`src/rtl/seven_segment_capture.sv`:
```
// seven_segment_capture: recovers hex digits and decimal points from a multiplexed active-low display bus.
// Define SEVEN_SEG_SYNC_EN to add a two-flop input synchronizer (2 cycles extra latency).
module seven_segment_capture #(
  parameter int NUM_DIGITS    = 4,
  parameter int STABLE_CYCLES = 4
) (
  input  logic                    clk,
  input  logic                    rst_n,
  input  logic [NUM_DIGITS-1:0]   an,
  input  logic [7:0]              segments,
  input  logic                    clear,
  output logic [4*NUM_DIGITS-1:0] value,
  output logic [NUM_DIGITS-1:0]   dp,
  output logic                    value_valid,
  output logic                    frame_valid,
  output logic                    pattern_error
);
  localparam int W  = NUM_DIGITS + 8;
  localparam int CW = $clog2(STABLE_CYCLES);
  logic [W-1:0] smp, last_q;
  logic [CW-1:0] cnt_q, cnt_d;
  logic [4*NUM_DIGITS-1:0] shadow_q, shadow_d, value_q, value_d;
  logic [NUM_DIGITS-1:0] sdp_q, sdp_d, dp_q, dp_d, seen_q, seen_d, sel;
  logic vv_q, vv_d, fv_q, fv_d, pe_q, pe_d, eq, accept, one_hot, hit;
  logic [3:0] nib;
`ifdef SEVEN_SEG_SYNC_EN
  logic [W-1:0] sync1_q, sync2_q;
  always_ff @(posedge clk or negedge rst_n)
    if (!rst_n) begin
      sync1_q <= '1;
      sync2_q <= '1;
    end else begin
      sync1_q <= {an, segments};
      sync2_q <= sync1_q;
    end
  assign smp = sync2_q;
`else
  assign smp = {an, segments};
`endif
  function automatic logic [4:0] decode(input logic [6:0] g);
    case (g)
      7'b1000000: decode = 5'h10;
      7'b1111001: decode = 5'h11;
      7'b0100100: decode = 5'h12;
      7'b0110000: decode = 5'h13;
      7'b0011001: decode = 5'h14;
      7'b0010010: decode = 5'h15;
      7'b0000010: decode = 5'h16;
      7'b1111000: decode = 5'h17;
      7'b0000000: decode = 5'h18;
      7'b0010000: decode = 5'h19;
      7'b0001000: decode = 5'h1A;
      7'b0000011: decode = 5'h1B;
      7'b1000110: decode = 5'h1C;
      7'b0100001: decode = 5'h1D;
      7'b0000110: decode = 5'h1E;
      7'b0001110: decode = 5'h1F;
      default:    decode = 5'h00;
    endcase
  endfunction
  // cnt_q counts repeats after the first sample, so acceptance lands on the STABLE_CYCLES-th edge
  always_comb begin
    eq       = smp == last_q;
    cnt_d    = !eq ? '0 : (cnt_q == CW'(STABLE_CYCLES - 1) ? cnt_q : cnt_q + CW'(1));
    accept   = eq && cnt_q == CW'(STABLE_CYCLES - 2);
    sel      = ~smp[W-1:8];
    one_hot  = sel != '0 && (sel & (sel - NUM_DIGITS'(1))) == '0;
    {hit, nib} = decode(smp[6:0]);
    shadow_d = shadow_q;
    sdp_d    = sdp_q;
    seen_d   = seen_q;
    value_d  = value_q;
    dp_d     = dp_q;
    vv_d     = vv_q;
    fv_d     = 1'b0;
    pe_d     = 1'b0;
    if (accept && one_hot) begin
      if (hit) begin
        for (int i = 0; i < NUM_DIGITS; i++)
          if (sel[i]) begin
            shadow_d[4*i+:4] = nib;
            sdp_d[i]         = ~smp[7];
          end
        seen_d = seen_q | sel;
        if (&seen_d) begin
          value_d = shadow_d;
          dp_d    = sdp_d;
          fv_d    = 1'b1;
          vv_d    = 1'b1;
          seen_d  = '0;
        end
      end else pe_d = 1'b1;
    end
    if (clear) begin
      shadow_d = '0;
      sdp_d    = '0;
      seen_d   = '0;
      value_d  = '0;
      dp_d     = '0;
      vv_d     = 1'b0;
      fv_d     = 1'b0;
      pe_d     = 1'b0;
      cnt_d    = '0;
    end
  end
  always_ff @(posedge clk or negedge rst_n)
    if (!rst_n) begin
      last_q   <= '1;
      cnt_q    <= '0;
      shadow_q <= '0;
      sdp_q    <= '0;
      seen_q   <= '0;
      value_q  <= '0;
      dp_q     <= '0;
      vv_q     <= 1'b0;
      fv_q     <= 1'b0;
      pe_q     <= 1'b0;
    end else begin
      last_q   <= smp;
      cnt_q    <= cnt_d;
      shadow_q <= shadow_d;
      sdp_q    <= sdp_d;
      seen_q   <= seen_d;
      value_q  <= value_d;
      dp_q     <= dp_d;
      vv_q     <= vv_d;
      fv_q     <= fv_d;
      pe_q     <= pe_d;
    end
  assign value         = value_q;
  assign dp            = dp_q;
  assign value_valid   = vv_q;
  assign frame_valid   = fv_q;
  assign pattern_error = pe_q;
endmodule

```
`config.mk`:
```
export PLATFORM = sky130hd
export DESIGN_NAME = seven_segment_capture
export DESIGN_NICKNAME = d
export VERILOG_FILES = /design/src/rtl/seven_segment_capture.sv
export SDC_FILE = /design/constraint.sdc
export NUM_CORES = 1
export LEC_CHECK = 0
export ABC_CLOCK_PERIOD_IN_PS = 1600
export BUFFER_PORTS_ARGS = -buffer_cell sky130_fd_sc_hd__buf_2
export CORE_UTILIZATION = 55
export CTS_BUF_LIST = sky130_fd_sc_hd__clkbuf_2 sky130_fd_sc_hd__clkbuf_4 sky130_fd_sc_hd__clkbuf_8
export DETAILED_ROUTE_END_ITERATION = 8
export PLACE_DENSITY = 0.9
export SYNTH_ARGS = -nofsm -noshare
export SYNTH_HDL_FRONTEND = slang
export SYNTH_SLANG_ARGS = --single-unit
```
`constraint.sdc`:
```
create_clock -name clk -period 1.6 [get_ports clk]
set_input_delay 0.16 -clock clk [delete_from_list [all_inputs] [get_ports clk]]
set_output_delay 0.16 -clock clk [all_outputs]
set_load 0.02 [all_outputs]
```
After elaboration in Yosys (flattened, before gate mapping):

Index checks and enable logic that the tools add are counted.

* add/sub/neg operators: 2
* equal/unequal tests: 19
* mux-type cells: 41
* bitwise gates (word level): 4
* reduce and logical (&&, ||, !) cells: 12

Operators with widths (number)
* two-way mux 16 bit: 7
* one-hot mux 5 bit (16 select lines): 1
* two-way mux 4 bit: 15
* == test 7 bit, second input constant: 4
* == test 7 x 5 -> 1 bit, second input constant: 3
* == test 7 x 6 -> 1 bit, second input constant: 3
* two-way mux 1 bit: 15
* == test 7 x 2 -> 1 bit, second input constant: 2
* == test 7 x 4 -> 1 bit, second input constant: 2
* == test 12 bit: 1
* == test 7 x 3 -> 1 bit, second input constant: 1
* logical NOT 7 bit: 1
* two-way mux 2 bit: 3
* nonzero test 2 bit: 3
* AND 4 bit: 1
* == test 2 bit, second input constant: 2
* logical NOT 4 bit: 1
* inverter 4 bit: 1
* bitwise OR 4 bit: 1
* AND reduction 4 bit: 1
* nonzero test 4 bit: 1
* subtractor 4 x 1 -> 4 bit, second input constant: 1
* logical AND 1 bit: 3
* inequality test 3 bit, second input constant: 1
* 4 further kinds: 4

* flip-flop bits (word level): 61
* word-level logic and storage cells: 88

Depth between registers and ports, before layout:

Gate-level depths: netlist (run 1).

* depth in word-level cells: 8
* depth in mapped cells: 8

Worst setup path after synthesis (run 1):

Ideal clock, no wire load.

* kind: input -> register
* start point: input port segments[4]
* end point: register dp_q[0], in the netlist dp[0]
* setup time: 125 ps
* arrival: 1784 ps
* data required time: 1475 ps
* setup slack: -309 ps
* stages on the path: 7
* buffers on the path: 2
* cells stage by stage: buf_6 > and4b_1 > a22o_1 > a221o_1 > o2111ai_2 > buf_6 > mux2_4

* cells in the longest elaborated chain, start to end: 5

Ends and longest elaborated chain
* from (decl): line 10 `input logic [7:0] segments,`
* parallel branches: the longest is 4 deep, another holds one-hot mux 5 bit (16 select lines)
* AND reduction 3 bit (no line) (*)
* to (signal assigned): line 125 `dp_q <= dp_d;`
* to (decl): line 23 `logic [NUM_DIGITS-1:0] sdp_q, sdp_d, dp_q, dp_d, seen_q, seen_d, sel;`

Every way passes the cells marked *.
A chain may end at the register's enable or synchronous reset.

Worst setup path in the final report (run 1):

* start point: register last_q[3]
* end point: register dp_q[2], in the netlist dp[2]

* cells in the longest elaborated chain, start to end: 5

Ends and longest elaborated chain
* from (decl): line 20 `logic [W-1:0] smp, last_q;`
* from (signal assigned): line 119 `last_q <= smp;`
* == test 12 bit: line 63 `eq = smp == last_q;`
* logical AND 1 bit: line 65 `accept = eq && cnt_q == CW'(STABLE_CYCLES - 2);`
* logical AND 1 bit: line 77 `if (accept && one_hot) begin`
* nonzero test 2 bit (no line)
* AND reduction 3 bit (no line)

No other way between the ends.

==> results of run 1 <==
cell families (layout without fill, tap and decap cells):
kind of cell,count (synthesis),count (layout),share of synthesized area
AO/OA/AOI/OAI,70,70,0.171
buffers and inverters,41,133,0.0574
XOR/XNOR,17,17,0.0441
multiplexers,36,36,0.113
flip-flops,61,61,0.456
AND/OR/NAND/NOR,95,95,0.151
adder cells (fa/ha/maj),2,2,0.00741
worst max-delay path, cell delays in order, from the launching register on:
cell and delay, ns:
dfstp_2 0.54, xnor2_1 0.12, nand4_1 0.17, nor3_4 0.24
o2111ai_2 0.17, buf_12 0.20, mux2_4 0.30
registers in the layout, summed over array words and instances (netlist names), 2 cells and up:
| register | count |
|---|---|
| shadow_q | 16 |
| sdp_q | 4 |
| value | 16 |
| dp | 4 |
| cnt_q | 2 |
| last_q | 12 |
| seen_q | 4 |
routing by layer:
| layer | wire length, um | vias up | share of wire |
|---|---|---|---|
| met1 | 3400 | 1420 | 0.39 |
| met3 | 474 | 21 | 0.055 |
| met5 | 0 | - | 0 |
| met4 | 212 | 0 | 0.024 |
| met2 | 4610 | 105 | 0.53 |
| li1 | - | 1327 | - |
worst min path at each step:
| stage | from | end | slack [ns] |
|---|---|---|---|
| after floorplan | rst_n | cnt_q[0] | -0.14 |
| after global placement | rst_n | shadow_q[10] | 0.15 |
| after detailed placement | rst_n | shadow_q[6] | 0.16 |
| after CTS | an[2] | last_q[10] | 0.08 |
| after global routing | segments[6] | last_q[6] | 0.09 |
| final | segments[6] | last_q[6] | 0.09 |
repair_timing:
item,4_1_cts,5_1_grt
pin swaps,5,2
gates resized for setup,4,5
cloned,0,1
endpoints found under the setup margin,49,49
endpoints found under the hold margin,14,0
hold buffers,4,0
cell type report:
type / count / area, um2 / share of cell area
clock buffers: 11 / 151 / 0.0341
clock inverters: 4 / 95.1 / 0.0214
inverters: 16 / 60.1 / 0.0135
multi-input cells: 220 / 1730 / 0.390
flip-flops and latches: 61 / 1540 / 0.347
well taps: 75 / 93.8 / 0.0211
repair buffers: 102 / 767 / 0.173
through the flow:
step,util,instance area [um2]
after floorplan,-,3420
after global placement,0.687,4070
after detailed placement,0.687,4070
after CTS,0.741,4390
after global routing,0.750,4440
final,0.750,4440
synthesized netlist by cell type (all sizes together), types with 4 or more instances:
cell type,number,area share
a41o,4,0.012
nand2,38,0.042
inv,16,0.018
nor2b,5,0.0093
nor2,13,0.014
buf,11,0.024
a211oi,5,0.017
nand4,5,0.0093
o2111ai,6,0.031
xor2,5,0.013
nor3,5,0.0089
mux2,4,0.018
clkbuf,14,0.016
a21oi,15,0.022
mux2i,32,0.095
o21ai,11,0.016
o211ai,11,0.030
o21a,5,0.011
dfstp,12,0.093
xnor2,12,0.031
dfrtp,49,0.36
nand2b,8,0.015
power by group:
group	switching, uW	total [uW]	leakage (uW)	internal, uW
registers	8.80	1580	0.000811	1570
logic	235	415	0.00130	180
clock network	613	1720	0.000125	1110
cells in the final DEF (no fill, tap or decap), types with 8 or more instances in the layout:
cell type	synthesis	layout
xnor2_1	12	9
o211ai_1	9	9
dfstp_2	12	12
buf_2	5	37
mux2i_1	32	32
buf_4	3	54
a21oi_1	15	13
inv_1	16	16
nor2_1	13	12
nand2b_1	8	8
clkbuf_8	0	11
dfrtp_1	49	49
nand2_1	38	37
o21ai_0	10	10
==> impl_summary.log, run 1 <==
[metrics] hold crit path type: input port to flip-flop
[metrics] Core Rows: 28
[metrics] total die area: 6460 um2
[metrics] clock-pin slew on the worst setup and hold paths: 0.07 ns
[metrics] endpoint of the worst setup timing path: dp[2]
[metrics] cell count after placement: 469
[metrics] relative slew slack: 0.600
[metrics] failing checks: setup timing
[metrics] Static Leakage: 0.00224 uW
[metrics] crit path setup slack, layout: -0.249 ns
[metrics] weighted congestion at the end of routability-driven global placement: 0.866
[metrics] required time at the worst-slack endpoint: 1.83 ns
[metrics] worst setup slack for register-to-register paths: -0.25 ns
[metrics] clock period minus final worst setup slack: 1.85 ns
[metrics] clk_lat worst skew: 0.36 ns
[metrics] number of levels in the clock H-tree: 3
[metrics] TritonRoute pass-1 iters: 4
[metrics] overflow left after global routing: 0
[metrics] Synth Cell Area: 3380 um2
[metrics] total negative slack: -9.38 ns
[metrics] capturing element type of the critical path: flip-flop
[metrics] count of buffers inserted at the top-level ports: 37
[metrics] Final Hold Fails: 0
[metrics] final wirelength: 8690 um
[metrics] Critical Path Fanout Max: 9
[metrics] count of cell types in the netlist: 54
[metrics] Critical Path Start: last_q[3]
[metrics] Post-Place Worst Slack: -0.457 ns
[metrics] Iteration-0 DRC Markers: 282
[metrics] largest net degree at the start of global routing: 49
[metrics] number of synthesized register bits: 61
[metrics] Tot GR Track Use: 0.295
[metrics] final net count: 427
[metrics] worst r2r dst: dp[2]
[metrics] Worst Path Arrival: 2.08 ns
[metrics] share of post-route cells with drive strength above 1: 0.374
[metrics] Main synth FF type: dfrtp_1
[metrics] Worst R2R Path Depth: 6
[metrics] crit path launch type: flip-flop
[metrics] Vias: 2873
[metrics] global-route wire length before repair: 14100 um
[metrics] antenna violations before repair: 0
[metrics] chip height: 80.4 um
[metrics] Remaining DRCs: 0
[metrics] async set-reset flop share out of synthesis: 1.00
[metrics] total I/O pin count: 38
[metrics] power per unit of standard cell area: 837 nW/um2
[metrics] Std-Cell Core Area: 5920 um2
[metrics] category of the most critical setup path: flip-flop to flip-flop
[metrics] Design Power: 3720 uW
[metrics] number of warnings printed during yosys synthesis: 0
[metrics] depth of the worst hold-timing path: 2
[metrics] antenna fix cells: 0
[metrics] clock sink count: 61
[metrics] unrepaired setup endpoints after global routing: true
[metrics] Die W: 80.4 um
[metrics] synthesized netlist cell count: 322
[metrics] Global Route met1 Usage: 0.339
[metrics] worst hold slack: 0.0920 ns
[metrics] TritonCTS clock tree: built
[metrics] Routed Antenna Nets: 0
[metrics] number of flops mapped to enable cells by yosys: 0
[metrics] met2 Use GR: 0.514
[metrics] sequential area share after synthesis: 0.456
[metrics] half-perimeter wire length of the detailed placement result: 6010 um
[metrics] post-CTS setup repair buffer count: 0
[metrics] Post-Syn Area per Cell: 10.5 um2
[metrics] filler cell count: 354
[metrics] final max-slew violation count: 0
[metrics] library cell used as clock root buffer: clkbuf_8
[metrics] vias per cell: 5.88
[metrics] number of max-cap violations: 0
[metrics] pin slew with the least headroom to its limit: 0.600 ns
[metrics] IR Drop Worst-Case VDD: 0.000621 V
[metrics] maximum clock frequency: 541 MHz
[metrics] run status: finished, violations left
[metrics] r2r startpoint: last_q[3]
[metrics] final setup vio count: 49
[metrics] number of standard cells in the final layout excluding fillers: 489
[metrics] Max Root-Sink Buffers: 2
[metrics] Top Usage Layer GRT: met2
[metrics] Period Utilization, post-route: 1.16
[metrics] net count of the mapped netlist: 339
[metrics] via count of the first global-routing pass: 2950
[metrics] met3 track utilization from global routing: 0.0739
[metrics] number of buffers added by the clock tree synthesis step: 9
[metrics] initial core utilization: 0.570
[metrics] DR WL/cell: 17.8 um
[metrics] clock skew after layout: 0.0142 ns
[metrics] signed area change from the synthesized netlist to the final layout: 31.5%
Note: power is estimated with default switching activity, not from simulation.
==> run 2, diff against run 1 <==
ABC_CLOCK_PERIOD_IN_PS = 2000   (was 1600)
CORE_UTILIZATION = 58   (was 55)
TNS_END_PERCENT = 1   (was unset)
clock period = 2 ns   (was 1.6 ns; I/O delays follow)
==> impl_summary.log, run 2 (synthesized netlist as in run 1, its figures left out) <==
[metrics] clock-pin slew on the worst setup and hold paths: 0.07 ns (about the same)
[metrics] via count of the first global-routing pass: 2770 (-6.1%)
[metrics] Vias: 2755 (-4.1%)
[metrics] Final Hold Fails: 0 (unchanged)
[metrics] initial core utilization: 0.606 (+0.0355)
[metrics] Critical Path Fanout Max: 12 (+3)
[metrics] leading cell type in the layout, fill and taps excluded: dfrtp_1
[metrics] clock sink count: 61 (unchanged)
[metrics] largest net degree at the start of global routing: 40 (-18%)
[metrics] antenna violations before repair: 0 (unchanged)
[metrics] r2r startpoint: last_q[3]
[metrics] Std-Cell Core Area: 5570 um2 (-5.9%)
[metrics] pin slew with the least headroom to its limit: 0.549 ns (-0.0506 ns)
[metrics] global-route wire length before repair: 13300 um (-5.4%)
[metrics] maximum clock frequency: 528 MHz (-2.3%)
[metrics] Post-Place Worst Slack: -0.120 ns (+0.337 ns)
[metrics] signed area change from the synthesized netlist to the final layout: 22.9%
[metrics] Worst Path Arrival: 2.14 ns (+0.06 ns)
[metrics] TritonCTS clock tree: built
[metrics] met2 Use GR: 0.479 (-0.0355)
[metrics] endpoint of the worst hold-timing path: last_q[7]
[metrics] cell count after placement: 451 (-3.8%)
[metrics] relative slew slack: 0.634 (+0.0338)
[metrics] clock skew after layout: 0.0106 ns (-0.00355 ns)
[metrics] Period Utilization, post-route: 0.946 (-0.209)
[metrics] weighted congestion at the end of routability-driven global placement: 0.906 (+4.6%)
[metrics] final setup vio count: 0 (-100%)
[metrics] count of buffers inserted at the top-level ports: 37 (unchanged)
[metrics] TritonRoute pass-1 iters: 4 (unchanged)
[metrics] number of levels in the clock H-tree: 3 (unchanged)
[metrics] antenna fix cells: 0 (unchanged)
[metrics] share of post-route cells with drive strength above 1: 0.327 (-0.0469)
[metrics] Routed Antenna Nets: 0 (unchanged)
[metrics] capturing element type of the critical path: flip-flop
[metrics] half-perimeter wire length of the detailed placement result: 5560 um (-7.4%)
[metrics] number of buffers added by the clock tree synthesis step: 9 (unchanged)
[metrics] commonest cells after routing, fill and taps aside: dfrtp_1, buf_4, nand2_1
[metrics] clock period minus final worst setup slack: 1.89 ns (+0.0436 ns)
[metrics] Remaining DRCs: 0 (unchanged)
[metrics] Static Leakage: 0.00208 uW (-6.9%)
[metrics] hold crit path type: input port to flip-flop
[metrics] vias per cell: 5.87 (about the same)
[metrics] worst hold slack: 0.0289 ns (-0.0632 ns)
[metrics] total negative slack: 0 ns (+9.38 ns)
[metrics] Critical Path Start: last_q[3]
[metrics] final max-slew violation count: 0 (unchanged)
[metrics] met3 track utilization from global routing: 0.0640 (-0.00991)
[metrics] category of the most critical setup path: flip-flop to flip-flop
[metrics] Iteration-0 DRC Markers: 201 (-29%)
[metrics] IR Drop Worst-Case VDD: 0.000614 V (-1.2%)
[metrics] number of standard cells in the final layout excluding fillers: 469 (-4.1%)
[metrics] Tot GR Track Use: 0.287 (-0.00794)
[metrics] hold_sp: segments[7]
[metrics] Final Util: 0.744 (-0.00546)
[metrics] final net count: 409 (-4.2%)
[metrics] Global Route met1 Usage: 0.360 (+0.0208)
[metrics] number of max-cap violations: 0 (unchanged)
[metrics] library cell used as clock root buffer: clkbuf_8
[metrics] depth of the worst hold-timing path: 1 (-1)
[metrics] clk_lat worst skew: 0.34 ns (-0.02 ns)
[metrics] Core Rows: 27 (-3.6%)
[metrics] crit path setup slack, layout: 0.107 ns (+0.356 ns)
[metrics] required time at the worst-slack endpoint: 2.25 ns (+0.42 ns)
[metrics] Top Usage Layer GRT: met2
[metrics] unrepaired setup endpoints after global routing: false
[metrics] worst setup slack for register-to-register paths: 0.11 ns (+0.36 ns)
[metrics] run status: complete, no violations
[metrics] Worst R2R Path Depth: 7 (+1)
[metrics] worst r2r dst: seen_q[0]
[metrics] total I/O pin count: 38 (unchanged)
[metrics] overflow left after global routing: 0 (unchanged)
[metrics] Die W: 78.3 um (-2.6%)
[metrics] crit path launch type: flip-flop
[metrics] DR WL/cell: 16.5 um (-7.4%)
[metrics] chip height: 78.3 um (-2.6%)
[metrics] total die area: 6130 um2 (-5.0%)
[metrics] Max Root-Sink Buffers: 2 (unchanged)
[metrics] final wirelength: 7720 um (-11%)
[metrics] power per unit of standard cell area: 667 nW/um2 (-20%)
## run 2: changes by cell type in the layout (fill, tap and decap cells not counted), moves of 3 or more
cell        before  now
clkinvlp_4       0    3
xnor2_1          9   12
buf_4           54   40
xnor2_2          3    0
## run 2: routing by layer
metal / wire length, um / vias up
met3: 373 / 24
li1: - / 1289
met1: 3240 / 1350
met4: 203 / 0
met2: 3910 / 92
met5: 0 / -
## run 2: how the worst max path moves through the flow
stage / endpoint / slack, ns
after floorplan: dp[0] / 0.05
after global placement: dp[3] / -0.03
after detailed placement: seen_q[0] / -0.12
after CTS: seen_q[0] / 0.05
after global routing: seen_q[0] / 0.01
final: seen_q[0] / 0.11
## run 2: repair_timing
| action | CTS | global route |
|---|---|---|
| buffers inserted | 0 | 0 |
| endpoints found under the setup margin | 0 | 2 |
| gates resized for setup | 0 | 1 |
| endpoints found under the hold margin | 15 | 0 |
| hold buffers | 2 | 0 |
## run 2: worst max-delay path, stage by stage (launching register included)
cell       delay, ns
dfstp_2         0.54
xnor2_1         0.13
nand4_1         0.13
nor3_2          0.26
buf_6           0.21
o2111ai_2       0.13
buf_4           0.18
a211oi_2        0.23
## run 2: power breakdown
part	switching [uW]	internal, uW	leakage [uW]	total, uW
Sequential	5.99	1260	0.000811	1260
Clock	499	713	0.000102	1210
Combinational	174	119	0.00117	293
## run 2: metrics by stage
step	total power, uW	area (um2)
5_1_grt	2870	4150
2_1_floorplan	1440	3380
3_3_place_gp	1560	3910
6_report	2770	4150
4_1_cts	2780	4150
3_5_place_dp	1570	3910
## run 2: area by class of cell
| cell class | count | area (um2) |
|---|---|---|
| well taps | 72 | 90.1 |
| multi-input cells | 220 | 1640 |
| repair buffers | 84 | 597 |
| clock inverters | 6 | 87.6 |
| flip-flops and latches | 61 | 1540 |
| inverters | 16 | 60.1 |
| fillers | 397 | 1430 |
| clock buffers | 10 | 131 |
